--- config.mk ---
export PLATFORM = sky130hd
export DESIGN_NAME = cas_fsk_encoder_flat
export DESIGN_NICKNAME = d
export VERILOG_FILES = /design/src/rtl/cas_fsk_encoder_pkg.sv /design/src/rtl/cas_fsk_encoder_if.sv /design/src/rtl/cas_fsk_encoder_half_timer.sv /design/src/rtl/cas_fsk_encoder.sv /design/src/flat_wrapper.sv
export SDC_FILE = /design/constraint.sdc
export NUM_CORES = 1
export LEC_CHECK = 0
export CAP_MARGIN = 10
export CORE_MARGIN = 2
export CORE_UTILIZATION = 60
export DETAILED_ROUTE_END_ITERATION = 12
export PLACE_DENSITY = 0.79
export SYNTH_ARGS = -nofsm -noshare
export SYNTH_HDL_FRONTEND = slang
export SYNTH_SLANG_ARGS = --single-unit
--- constraint.sdc ---
create_clock -name clk -period 3.5 [get_ports clk]
set_input_delay 0.7 -clock clk [delete_from_list [all_inputs] [get_ports clk]]
set_output_delay 0.7 -clock clk [all_outputs]
set_load 0.1 [all_outputs]
--- src/rtl/cas_fsk_encoder_pkg.sv ---
// cas_pkg: shared types and constants for the cassette FSK encoder.
//   cas_cmd_e    : command codes carried on the command interface
//   cas_state_e  : engine states
//   FRAME_BITS   : bits per byte frame (start + 8 data + 2 stop)
//   CNT_W        : width of the pulse/silence counter
//   frame_bit()  : level of frame bit idx for a given data byte
package cas_pkg;

  typedef enum logic [1:0] {
    CAS_DATA = 2'd0,
    CAS_SHDR = 2'd1,
    CAS_LHDR = 2'd2,
    CAS_SIL  = 2'd3
  } cas_cmd_e;

  typedef enum logic [1:0] {
    ST_IDLE,
    ST_HDR,
    ST_BYTE,
    ST_SIL
  } cas_state_e;

  localparam int unsigned FRAME_BITS = 11;
  localparam int unsigned CNT_W      = 18;

  typedef logic [CNT_W-1:0] cnt_t;

  // Frame order on tape: start bit 0, D0..D7, then two stop bits of 1.
  function automatic logic frame_bit(input logic [7:0] data, input logic [3:0] idx);
    logic [10:0] frame;
    frame = {2'b11, data, 1'b0};
    if (idx < 4'(FRAME_BITS)) frame_bit = frame[idx];
    else                      frame_bit = 1'b1;
  endfunction

endpackage

--- src/rtl/cas_fsk_encoder_if.sv ---
// Command interface between the CAS file parser and the FSK encoder.
//   cmd_valid : command present
//   cmd_type  : DATA / SHORT_HDR / LONG_HDR / SILENCE
//   cmd_data  : byte for DATA, unit count minus 1 for SILENCE
//   cmd_ready : encoder can take a command
// master = parser side, slave = encoder side.
interface cas_fsk_encoder_if;
  import cas_pkg::*;

  logic       cmd_valid;
  cas_cmd_e   cmd_type;
  logic [7:0] cmd_data;
  logic       cmd_ready;

  modport master (output cmd_valid, cmd_type, cmd_data, input cmd_ready);
  modport slave  (input cmd_valid, cmd_type, cmd_data, output cmd_ready);
endinterface

--- src/rtl/cas_fsk_encoder_half_timer.sv ---
// cas_half_timer: loadable down-counter timing one half-cycle of the tone.
//   clk, reset_n : clock, asynchronous active-low reset
//   clr          : synchronous clear (flush)
//   en           : tick enable (ce && play)
//   run          : engine active; no half ends while idle
//   load         : load load_val (next half length minus 1)
//   load_val     : half length minus 1
//   half_done    : high on the final tick of the current half
module cas_half_timer #(
  parameter int unsigned TW = 12
) (
  input  logic          clk,
  input  logic          reset_n,
  input  logic          clr,
  input  logic          en,
  input  logic          run,
  input  logic          load,
  input  logic [TW-1:0] load_val,
  output logic          half_done
);

  typedef logic [TW-1:0] tick_t;

  tick_t tick_cnt;

  always_ff @(posedge clk or negedge reset_n) begin
    if (!reset_n) begin
      tick_cnt <= '0;
    end else if (clr) begin
      tick_cnt <= '0;
    end else if (load) begin
      tick_cnt <= load_val;
    end else if (en && run && (tick_cnt != '0)) begin
      tick_cnt <= tick_cnt - tick_t'(1);
    end
  end

  assign half_done = en && run && (tick_cnt == '0);

endmodule

--- src/rtl/cas_fsk_encoder.sv ---
// cas_fsk_encoder: turns cassette commands (header tone, data byte, silence)
// into the MSX 1200-baud FSK square wave for the tape audio input.
//   clk, reset_n : system clock, asynchronous active-low reset
//   ce           : tick enable; all waveform timing counts ce ticks
//   play         : 1 = run, 0 = freeze the engine and hold cas_out
//   flush        : synchronous abort of active and pending commands
//   cmd          : command interface (slave side), one-entry skid register
//   cas_out      : FSK output level
//   busy         : engine active or command pending
module cas_fsk_encoder
  import cas_pkg::*;
#(
  parameter int unsigned HALF_LO      = 2236,
  parameter int unsigned LONG_PULSES  = 16000,
  parameter int unsigned SHORT_PULSES = 4000,
  parameter int unsigned SIL_UNIT     = 64
) (
  input  logic                clk,
  input  logic                reset_n,
  input  logic                ce,
  input  logic                play,
  input  logic                flush,
  cas_fsk_encoder_if.slave    cmd,
  output logic                cas_out,
  output logic                busy
);

  localparam int unsigned HALF_HI = HALF_LO / 2;
  localparam int unsigned TW      = $clog2(HALF_LO);

  typedef logic [TW-1:0] tick_t;

  localparam tick_t LO_LOAD = tick_t'(HALF_LO - 1);
  localparam tick_t HI_LOAD = tick_t'(HALF_HI - 1);

  // Skid register
  logic       pend_v;
  cas_cmd_e   pend_type;
  logic [7:0] pend_data;

  // Engine state
  cas_state_e state, state_nxt;
  logic       cas_q, cas_nxt;
  logic [1:0] half_idx, half_nxt;
  logic [3:0] bit_idx, bit_nxt;
  cnt_t       cnt, cnt_nxt;
  logic [7:0] data_q, data_nxt;

  // Timer control
  logic  tick;
  logic  half_done;
  logic  t_load;
  tick_t t_val;

  logic start;
  logic finish;
  logic cur_bit;
  logic nxt_bit;

  assign tick = ce && play;

  cas_half_timer #(.TW(TW)) u_half_timer (
    .clk       (clk),
    .reset_n   (reset_n),
    .clr       (flush),
    .en        (tick),
    .run       (state != ST_IDLE),
    .load      (t_load),
    .load_val  (t_val),
    .half_done (half_done)
  );

  always_ff @(posedge clk or negedge reset_n) begin
    if (!reset_n) begin
      state    <= ST_IDLE;
      cas_q    <= 1'b0;
      half_idx <= '0;
      bit_idx  <= '0;
      cnt      <= '0;
      data_q   <= '0;
    end else begin
      state    <= state_nxt;
      cas_q    <= cas_nxt;
      half_idx <= half_nxt;
      bit_idx  <= bit_nxt;
      cnt      <= cnt_nxt;
      data_q   <= data_nxt;
    end
  end

  // A command can only be taken while the slot is empty, and the engine only
  // consumes it while the slot is full, so accept and consume never collide.
  always_ff @(posedge clk or negedge reset_n) begin
    if (!reset_n) begin
      pend_v    <= 1'b0;
      pend_type <= CAS_DATA;
      pend_data <= '0;
    end else if (flush) begin
      pend_v    <= 1'b0;
    end else if (start) begin
      pend_v    <= 1'b0;
    end else if (cmd.cmd_valid && !pend_v) begin
      pend_v    <= 1'b1;
      pend_type <= cmd.cmd_type;
      pend_data <= cmd.cmd_data;
    end
  end

  always_comb begin
    state_nxt = state;
    cas_nxt   = cas_q;
    half_nxt  = half_idx;
    bit_nxt   = bit_idx;
    cnt_nxt   = cnt;
    data_nxt  = data_q;
    t_load    = 1'b0;
    t_val     = LO_LOAD;
    start     = 1'b0;
    finish    = 1'b0;
    cur_bit   = frame_bit(data_q, bit_idx);
    nxt_bit   = frame_bit(data_q, bit_idx + 4'd1);

    case (state)
      ST_IDLE: begin
        start = tick && pend_v;
      end

      // cnt holds remaining full cycles after the current one.
      ST_HDR: begin
        if (half_done) begin
          if (!half_idx[0]) begin
            half_nxt = 2'd1;
            cas_nxt  = 1'b0;
            t_load   = 1'b1;
            t_val    = HI_LOAD;
          end else if (cnt == '0) begin
            finish = 1'b1;
          end else begin
            cnt_nxt  = cnt - cnt_t'(1);
            half_nxt = 2'd0;
            cas_nxt  = 1'b1;
            t_load   = 1'b1;
            t_val    = HI_LOAD;
          end
        end
      end

      // A 0 bit is two long halves, a 1 bit four short halves; even halves
      // are high, odd halves low.
      ST_BYTE: begin
        if (half_done) begin
          if (half_idx != (cur_bit ? 2'd3 : 2'd1)) begin
            half_nxt = half_idx + 2'd1;
            cas_nxt  = half_idx[0];
            t_load   = 1'b1;
            t_val    = cur_bit ? HI_LOAD : LO_LOAD;
          end else if (bit_idx == 4'(FRAME_BITS - 1)) begin
            finish = 1'b1;
          end else begin
            bit_nxt  = bit_idx + 4'd1;
            half_nxt = 2'd0;
            cas_nxt  = 1'b1;
            t_load   = 1'b1;
            t_val    = nxt_bit ? HI_LOAD : LO_LOAD;
          end
        end
      end

      // cnt holds remaining long halves of silence after the current one.
      ST_SIL: begin
        if (half_done) begin
          if (cnt == '0) begin
            finish = 1'b1;
          end else begin
            cnt_nxt = cnt - cnt_t'(1);
            t_load  = 1'b1;
            t_val   = LO_LOAD;
          end
        end
      end

      default: state_nxt = ST_IDLE;
    endcase

    // Back-to-back: a pending command starts on the very tick the last half
    // ends, so there is no idle tick between commands.
    if (finish) begin
      if (pend_v) begin
        start = 1'b1;
      end else begin
        state_nxt = ST_IDLE;
        cas_nxt   = 1'b0;
        half_nxt  = '0;
        bit_nxt   = '0;
        cnt_nxt   = '0;
      end
    end

    if (start) begin
      half_nxt = '0;
      bit_nxt  = '0;
      data_nxt = pend_data;
      t_load   = 1'b1;
      case (pend_type)
        CAS_DATA: begin
          state_nxt = ST_BYTE;
          cas_nxt   = 1'b1;
          cnt_nxt   = '0;
          t_val     = LO_LOAD;
        end
        CAS_SHDR: begin
          state_nxt = ST_HDR;
          cas_nxt   = 1'b1;
          cnt_nxt   = cnt_t'(SHORT_PULSES - 1);
          t_val     = HI_LOAD;
        end
        CAS_LHDR: begin
          state_nxt = ST_HDR;
          cas_nxt   = 1'b1;
          cnt_nxt   = cnt_t'(LONG_PULSES - 1);
          t_val     = HI_LOAD;
        end
        default: begin
          state_nxt = ST_SIL;
          cas_nxt   = 1'b0;
          cnt_nxt   = cnt_t'((32'(pend_data) + 32'd1) * SIL_UNIT * 32'd2 - 32'd1);
          t_val     = LO_LOAD;
        end
      endcase
    end

    if (flush) begin
      state_nxt = ST_IDLE;
      cas_nxt   = 1'b0;
      half_nxt  = '0;
      bit_nxt   = '0;
      cnt_nxt   = '0;
      data_nxt  = '0;
      t_load    = 1'b0;
      t_val     = LO_LOAD;
      start     = 1'b0;
    end
  end

  assign cmd.cmd_ready = !pend_v;
  assign busy          = (state != ST_IDLE) || pend_v;
  assign cas_out       = cas_q;

endmodule

--- src/flat_wrapper.sv ---
// flat-port wrapper written by rule: the top's interface ports become plain ports
module cas_fsk_encoder_flat import cas_pkg::*;
#(
  parameter int unsigned HALF_LO      = 2236,
  parameter int unsigned LONG_PULSES  = 16000,
  parameter int unsigned SHORT_PULSES = 4000,
  parameter int unsigned SIL_UNIT     = 64
)
  (clk, reset_n, ce, play, flush, cas_out, busy, cmd_cmd_valid, cmd_cmd_type, cmd_cmd_data, cmd_cmd_ready);
  cas_fsk_encoder_if cmd_i ();
  input  logic clk;
  input  logic reset_n;
  input  logic ce;
  input  logic play;
  input  logic flush;
  output logic cas_out;
  output logic busy;
  input wire logic [$bits(cmd_i.cmd_valid)-1:0] cmd_cmd_valid;
  input wire logic [$bits(cmd_i.cmd_type)-1:0] cmd_cmd_type;
  input wire logic [$bits(cmd_i.cmd_data)-1:0] cmd_cmd_data;
  output wire logic [$bits(cmd_i.cmd_ready)-1:0] cmd_cmd_ready;
  assign cmd_i.cmd_valid = cmd_cmd_valid;
  assign cmd_i.cmd_type = cmd_cmd_type;
  assign cmd_i.cmd_data = cmd_cmd_data;
  assign cmd_cmd_ready = cmd_i.cmd_ready;
  cas_fsk_encoder #(.HALF_LO(HALF_LO), .LONG_PULSES(LONG_PULSES), .SHORT_PULSES(SHORT_PULSES), .SIL_UNIT(SIL_UNIT)) u_core (.clk(clk), .reset_n(reset_n), .ce(ce), .play(play), .flush(flush), .cmd(cmd_i), .cas_out(cas_out), .busy(busy));
endmodule
# ---- After elaboration in Yosys (flattened, before gate mapping)
# Index checks and enable logic that the tools add are counted.
dict set report classes {
  addsub 6
  mux 94
  n_bitwise 2
  magnitude_cmp 4
  n_eq_ne 8
  n_reduce_logical 22
}
# operator n
set ops {}
lappend ops {{12-bit 2-to-1 mux} 13}
lappend ops {{18-bit 2-to-1 mux} 8}
lappend ops {{18-bit case mux with 3 select lines} 1}
lappend ops {{1-bit 2-to-1 mux} 38}
lappend ops {{18-bit case mux with 2 select lines} 1}
lappend ops {{18-bit by 1-bit subtractor with 18-bit output (second input constant)} 2}
lappend ops {{4-bit 2-to-1 mux} 8}
lappend ops {{2-bit 2-to-1 mux} 15}
lappend ops {{12-bit case mux with 2 select lines} 1}
lappend ops {{18-bit logical NOT} 1}
lappend ops {{8-bit 2-to-1 mux} 2}
lappend ops {{12-bit logical NOT} 1}
lappend ops {{12-bit nonzero test} 1}
lappend ops {{12-bit by 1-bit subtractor with 12-bit output (second input constant)} 1}
lappend ops {{4-bit by 5-bit < comparator with 1-bit output (second input constant)} 2}
lappend ops {{8-bit by 1-bit adder with 9-bit output (second input constant)} 1}
lappend ops {{3-bit nonzero test} 3}
lappend ops {{1-bit binary-select mux with 4-bit select} 2}
lappend ops {{4-bit < comparator (second input constant)} 2}
lappend ops {{2-bit case mux with 2 select lines} 2}
lappend ops {{2-bit equality test (second input constant)} 3}
lappend ops {{1-bit logical AND} 6}
lappend ops {{1-bit case mux with 3 select lines} 2}
lappend ops {{4-bit by 1-bit adder with 4-bit output (second input constant)} 1}
lappend ops {{15 further kinds} 19}
dict set report word_totals {
  ff_bits 58
  word_cells 146
  input_bits 16
  output_inout_bits 3
}

# ---- Depth between registers and ports, before layout
# Gate-level depths: netlist (run 1).
dict set report depth {
  depth_word 13
  mapped_depth 12
  ltp_nobuf 9
}

# ---- Cells and area by module
# Synthesis (run 1) repeated with hierarchy kept, for this count alone.
dict set report unflattened {
  hier_cells 546
  area_unflattened_um2 4579.4
}
# mod n_inst area_per_inst_um2 seq_area_each_um2 cells_each
set modules_own_cells {}
lappend modules_own_cells {cas_fsk_encoder 1 3716.1 1151.1 445}
lappend modules_own_cells {cas_half_timer 1 863.3 300.3 101}

# ---- Worst setup path after synthesis (run 1)
# No wires, ideal clock.
dict set report synth_timing {
  kind {reg2reg}
  startpoint {register u_core.bit_idx[1]}
  endpoint {register u_core.u_half_timer.tick_cnt[4]}
  path_slack_ps 800
  synth_period_minus_slack_ps 2700
  n_path_buf 1
  required_ps 3379
  t_arrival_ps 2579
  path_stages_with_launch 9
  setup_ps 121
  cell_sequence {dfrtp_1 or3_4 a211oi_4 mux2i_1 a2bb2oi_2 nand4_2 buf_6 a21boi_0 o22a_1}
}
dict set report synth_via {
  elab_chain_cells 13
  word_cells_on_any_way 26
  cone_classes {1 x order compare; 2 x eq/ne; 22 x mux; 1 x reduce/logical}
}
# element line_no
set synth_lines {}
lappend synth_lines {{start, declared} cas_fsk_encoder.sv:45} ;# logic [3:0] bit_idx, bit_nxt;
lappend synth_lines {{start signal, assigned} cas_fsk_encoder.sv:85} ;# bit_idx <= bit_nxt;
lappend synth_lines {{1-bit binary-select mux with 4-bit select} cas_fsk_encoder_pkg.sv:32} ;# if (idx < 4'(FRAME_BITS)) frame_bit = frame[idx];
lappend synth_lines {{1-bit 2-to-1 mux (not written as such)} cas_fsk_encoder_pkg.sv:32}
lappend synth_lines {{1-bit 2-to-1 mux} cas_fsk_encoder_pkg.sv:32}
lappend synth_lines {{2-bit 2-to-1 mux} cas_fsk_encoder.sv:152} ;# if (half_idx != (cur_bit ? 2'd3 : 2'd1)) begin
lappend synth_lines {{2-bit inequality test} cas_fsk_encoder.sv:152}
lappend synth_lines {{1-bit 2-to-1 mux} cas_fsk_encoder.sv:152}
lappend synth_lines {{1-bit 2-to-1 mux} cas_fsk_encoder.sv:151} ;# if (half_done) begin
lappend synth_lines {{1-bit case mux with 3 select lines} cas_fsk_encoder.sv:123} ;# case (state)
lappend synth_lines {{1-bit 2-to-1 mux} cas_fsk_encoder.sv:187} ;# if (finish) begin
lappend synth_lines {{1-bit 2-to-1 mux} cas_fsk_encoder.sv:199} ;# if (start) begin
lappend synth_lines {{1-bit 2-to-1 mux} cas_fsk_encoder.sv:232} ;# if (flush) begin
lappend synth_lines {{12-bit 2-to-1 mux} cas_fsk_encoder_half_timer.sv:31} ;# end else if (load) begin
lappend synth_lines {{12-bit 2-to-1 mux} cas_fsk_encoder_half_timer.sv:29} ;# end else if (clr) begin
lappend synth_lines {{end signal, assigned} cas_fsk_encoder_half_timer.sv:32} ;# tick_cnt <= load_val;
lappend synth_lines {{end signal, assigned} cas_fsk_encoder_half_timer.sv:34} ;# tick_cnt <= tick_cnt - tick_t'(1);
lappend synth_lines {{end, declared} cas_fsk_encoder_half_timer.sv:24} ;# tick_t tick_cnt;
# Parallel ways exist; a longest one is shown, timed or not. The select of a mux whose other input is x is not followed.
# A chain may end at the register's enable or synchronous reset.

# ---- Worst setup path in the final report (run 1)
dict set report layout_timing {
  startpoint {register u_core.bit_idx[0]}
  endpoint {register u_core.u_half_timer.tick_cnt[2]}
}
dict set report layout_via {
  elab_chain_cells 13
  word_cells_on_any_way 33
  cone_classes {1 x add/sub; 2 x order compare; 2 x eq/ne; 27 x mux; 1 x reduce/logical}
}
# element
set layout_lines {}
lappend layout_lines {{parallel branches: the longest is 13 deep, another holds 4-bit by 1-bit adder with 4-bit output}}
# Several ways; the timed one is not identified. The select of a mux whose other input is x is not followed.

==> results of run 1 <==
-- placed cells by master (no fill, tap or decap), drive strengths merged, types with 10 or more instances in the layout --
cell type       n
nor3           19
buf            11
dfrtp          58
nand2b         10
o21ai          26
ha             14
clkdlybuf4s50  15
inv            24
o31ai          11
o22ai          15
a21oi          37
nor2           43
clkbuf         14
nand3          20
nand2          30
mux2i          11
mux2           11
or3            13
-- report_power, final --
group          internal (W)  switching (W)
logic              0.000179       0.000268
registers          0.000719      0.0000842
clock network      0.000331       0.000276
-- worst paths after layout --
check / endpoint / startpoint
max: u_core.u_half_timer.tick_cnt[2]$_DFFE_PN0P_ / u_core.bit_idx[0]$_DFF_PN0_
min in group clk: u_core.pend_v$_DFFE_PN0P_ / u_core.pend_v$_DFFE_PN0P_
min reg2reg: u_core.pend_v$_DFFE_PN0P_ / u_core.pend_v$_DFFE_PN0P_
min: u_core.cnt[2]$_DFF_PN0_ / reset_n
max in group asynchronous: u_core.u_half_timer.tick_cnt[6]$_DFFE_PN0P_ / reset_n
max reg2reg: u_core.u_half_timer.tick_cnt[2]$_DFFE_PN0P_ / u_core.bit_idx[0]$_DFF_PN0_
-- cell type report --
class	count	area share, %
clock inverters	1	0.156
flip-flops and latches	58	30.2
repair buffers	26	4.79
inverters	24	1.87
multi-input cells	399	56.6
well taps	99	2.57
clock buffers	14	3.80
-- state kept, by name (all words and copies together), names as in the netlist --
register	cells
u_core.cnt	18
u_core.u_half_timer.tick_cnt	12
u_core.data_q	8
u_core.pend_data	8
u_core.bit_idx	4
u_core.half_idx	2
u_core.pend_type	2
u_core.state	2
u_core.cas_out	1
u_core.pend_v	1
-- metrics by stage --
step	setup slack (ns)	hold WS, ns
2_1_floorplan	0.800	0.404
3_3_place_gp	0.369	0.479
3_5_place_dp	0.286	0.487
4_1_cts	0.279	0.320
5_1_grt	0.0366	0.348
6_report	0.275	0.313
-- routing by layer --
| metal | GRT usage (%) | up-vias | part of all wire, % | wire length [um] |
|---|---|---|---|---|
| li1 | - | 1928 | - | - |
| met1 | 39.0 | 1927 | 45 | 5120 |
| met2 | 47.0 | 180 | 47 | 5330 |
| met3 | 4.44 | 25 | 5.8 | 652 |
| met4 | 10.6 | 0 | 1.9 | 217 |
| met5 | 0 | - | 0 | 0 |
-- worst max-delay path: stages, from the launching register on --
cell	delay (ns)
dfrtp_1	0.53
or3_4	0.44
a211oi_4	0.32
mux2i_1	0.62
a2bb2oi_2	0.38
nand4_2	0.36
a41o_1	0.36
nor4_2	0.11
-- kinds of logic (layout without fill, tap and decap cells) --
family / after synthesis / in the layout / share of synthesized area (%)
buf+inv: 56 / 65 / 5.39
flops: 58 / 58 / 32.9
mux: 23 / 23 / 5.81
fa+ha+maj: 14 / 14 / 3.97
compound gates: 152 / 152 / 24.6
simple gates: 193 / 193 / 24.0
xor+xnor: 17 / 17 / 3.37
==> results.py, run 1 <==
metrics = {
    "route": {
        "wl_um": 11300,
        "firstDrtPassIters": 5,
        "ant_nets": 0,
        "drt_drc_violations_left": 0,
        "drtIter0Drc": 415,
        "routed_via_density": 6.54,
        "vias": 4060,
        "wl_per_cell_um": 18.2,
    },
    "cells_and_area": {
        "final_design_area_no_fill_mm2": 0.00481,
        "stdcell_count": 621,
        "fin_nets": 548,
        "syn2layout_area_growth_pct": 8.99,
        "layout-drive-gt1-share_pct": 11.5,
        "nFillCells": 603,
        "diodes": 0,
        "seqCellArea_mm2": 0.00145,
        "multi_input_area_mm2": 0.00273,
        "fin_util_pct": 67.0,
    },
    "cts": {
        "clockBufferDepth": 2,
        "cts_tree": "built",
        "clock-sinks": 58,
        "cts_hold_buf": 0,
        "htree_levels": 3,
        "ctsResizeCount": 0,
        "root_buffer": "clkbuf_8",
        "cts_buffers": 9,
        "postCtsSetupBuffers": 0,
        "clk_pin_slew_ns": 0.07,
        "clock_latency_ns": 0.35,
    },
    "yosys": {
        "synth-edff-count": 0,
        "synth.ff_latch_count": 58,
        "yosysMostFrequentCell": "dfrtp_1",
        "yosys.area.top_type": "dfrtp_1",
        "synth_nets": 543,
        "synth_area_leaders": "dfrtp_1 (33%), a21oi_1 (4.2%), ha_1 (4.0%), nor2_1 (3.6%), mux2_2 (2.8%)",
        "ys.flop_type": "dfrtp_1",
        "synth_area_per_cell_um2": 8.60,
        "netlist_area_mm2": 0.00441,
        "synthArstFlopShare_pct": 100,
        "synthesis.yosys.warnings": 0,
        "synth_top_area_share_pct": 32.9,
        "ys_seq_area_share_pct": 32.9,
        "synth_commonest_cells": "dfrtp_1 (58), nor2_1 (42), a21oi_1 (37)",
        "syn_inst": 513,
        "synth_cell_types": 74,
    },
    "timing": {
        "drv_slew": 0,
        "hold_viol": 0,
        "fin_skew_ns": 0.0107,
        "setup_viol": 0,
        "slew_headroom_pct": 35.5,
        "worst_pin_slew_ns": 0.965,
        "fin_tns_setup_ns": 0,
        "rsz0062_at_grt": "no",
        "max_freq_ghz": 0.310,
        "period_minus_slack_ns": 3.22,
        "period_share_pct": 92.1,
    },
    "power": {
        "ir_drop_mv": 0.233,
        "p_per_area_mw_per_mm2": 386,
        "total_power_w": 0.00186,
        "p_leak_nw": 2.01,
    },
    "outcome": {
        "status": "finished, final reports clean",
    },
    "placed_design": {
        "place_area_mm2": 0.00462,
        "placed_cells": 606,
        "dp_hpwl_um": 8390,
        "place.gp.congestion": 0.954,
        "place.port_buffers": 18,
    },
    "worst_setup_path": {
        "start_kind": "flop",
        "critPathCaptureType": "flop",
        "rr_worst_depth": 7,
        "critPathKind": "reg -> reg",
        "r2r_slack_ns": 0.28,
        "critPathArrivalTime_ns": 3.48,
        "required_ns": 3.75,
        "cp_max_fo": 13,
    },
    "grt": {
        "grt_max_degree": 25,
        "track_usage_pct": 28.8,
        "gr-total-overflow": 0,
        "antenna_found_initial": 0,
        "grt_pass1_vias": 3867,
        "grt_pass1_wl_um": 19000,
    },
    "die": {
        "io-pin-count": 19,
        "die-area_mm2": 0.00806,
        "initial_core_util_pct": 61.5,
        "core_area_mm2": 0.00718,
        "fp.dieW_um": 89.8,
        "die_y_um": 89.8,
        "rows": 31,
    },
    "hold_path": {
        "hp-class": "in -> async",
    },
    "run": {
        "drv_cap": 0,
    },
}
(Power assumes the default switching activity.)
==> run 2: changes to the inputs <==
- CAP_MARGIN: 10 -> 15
==> results of run 2 <==
Same layout as run 1: the final DEF is identical, and so are final timing and power.
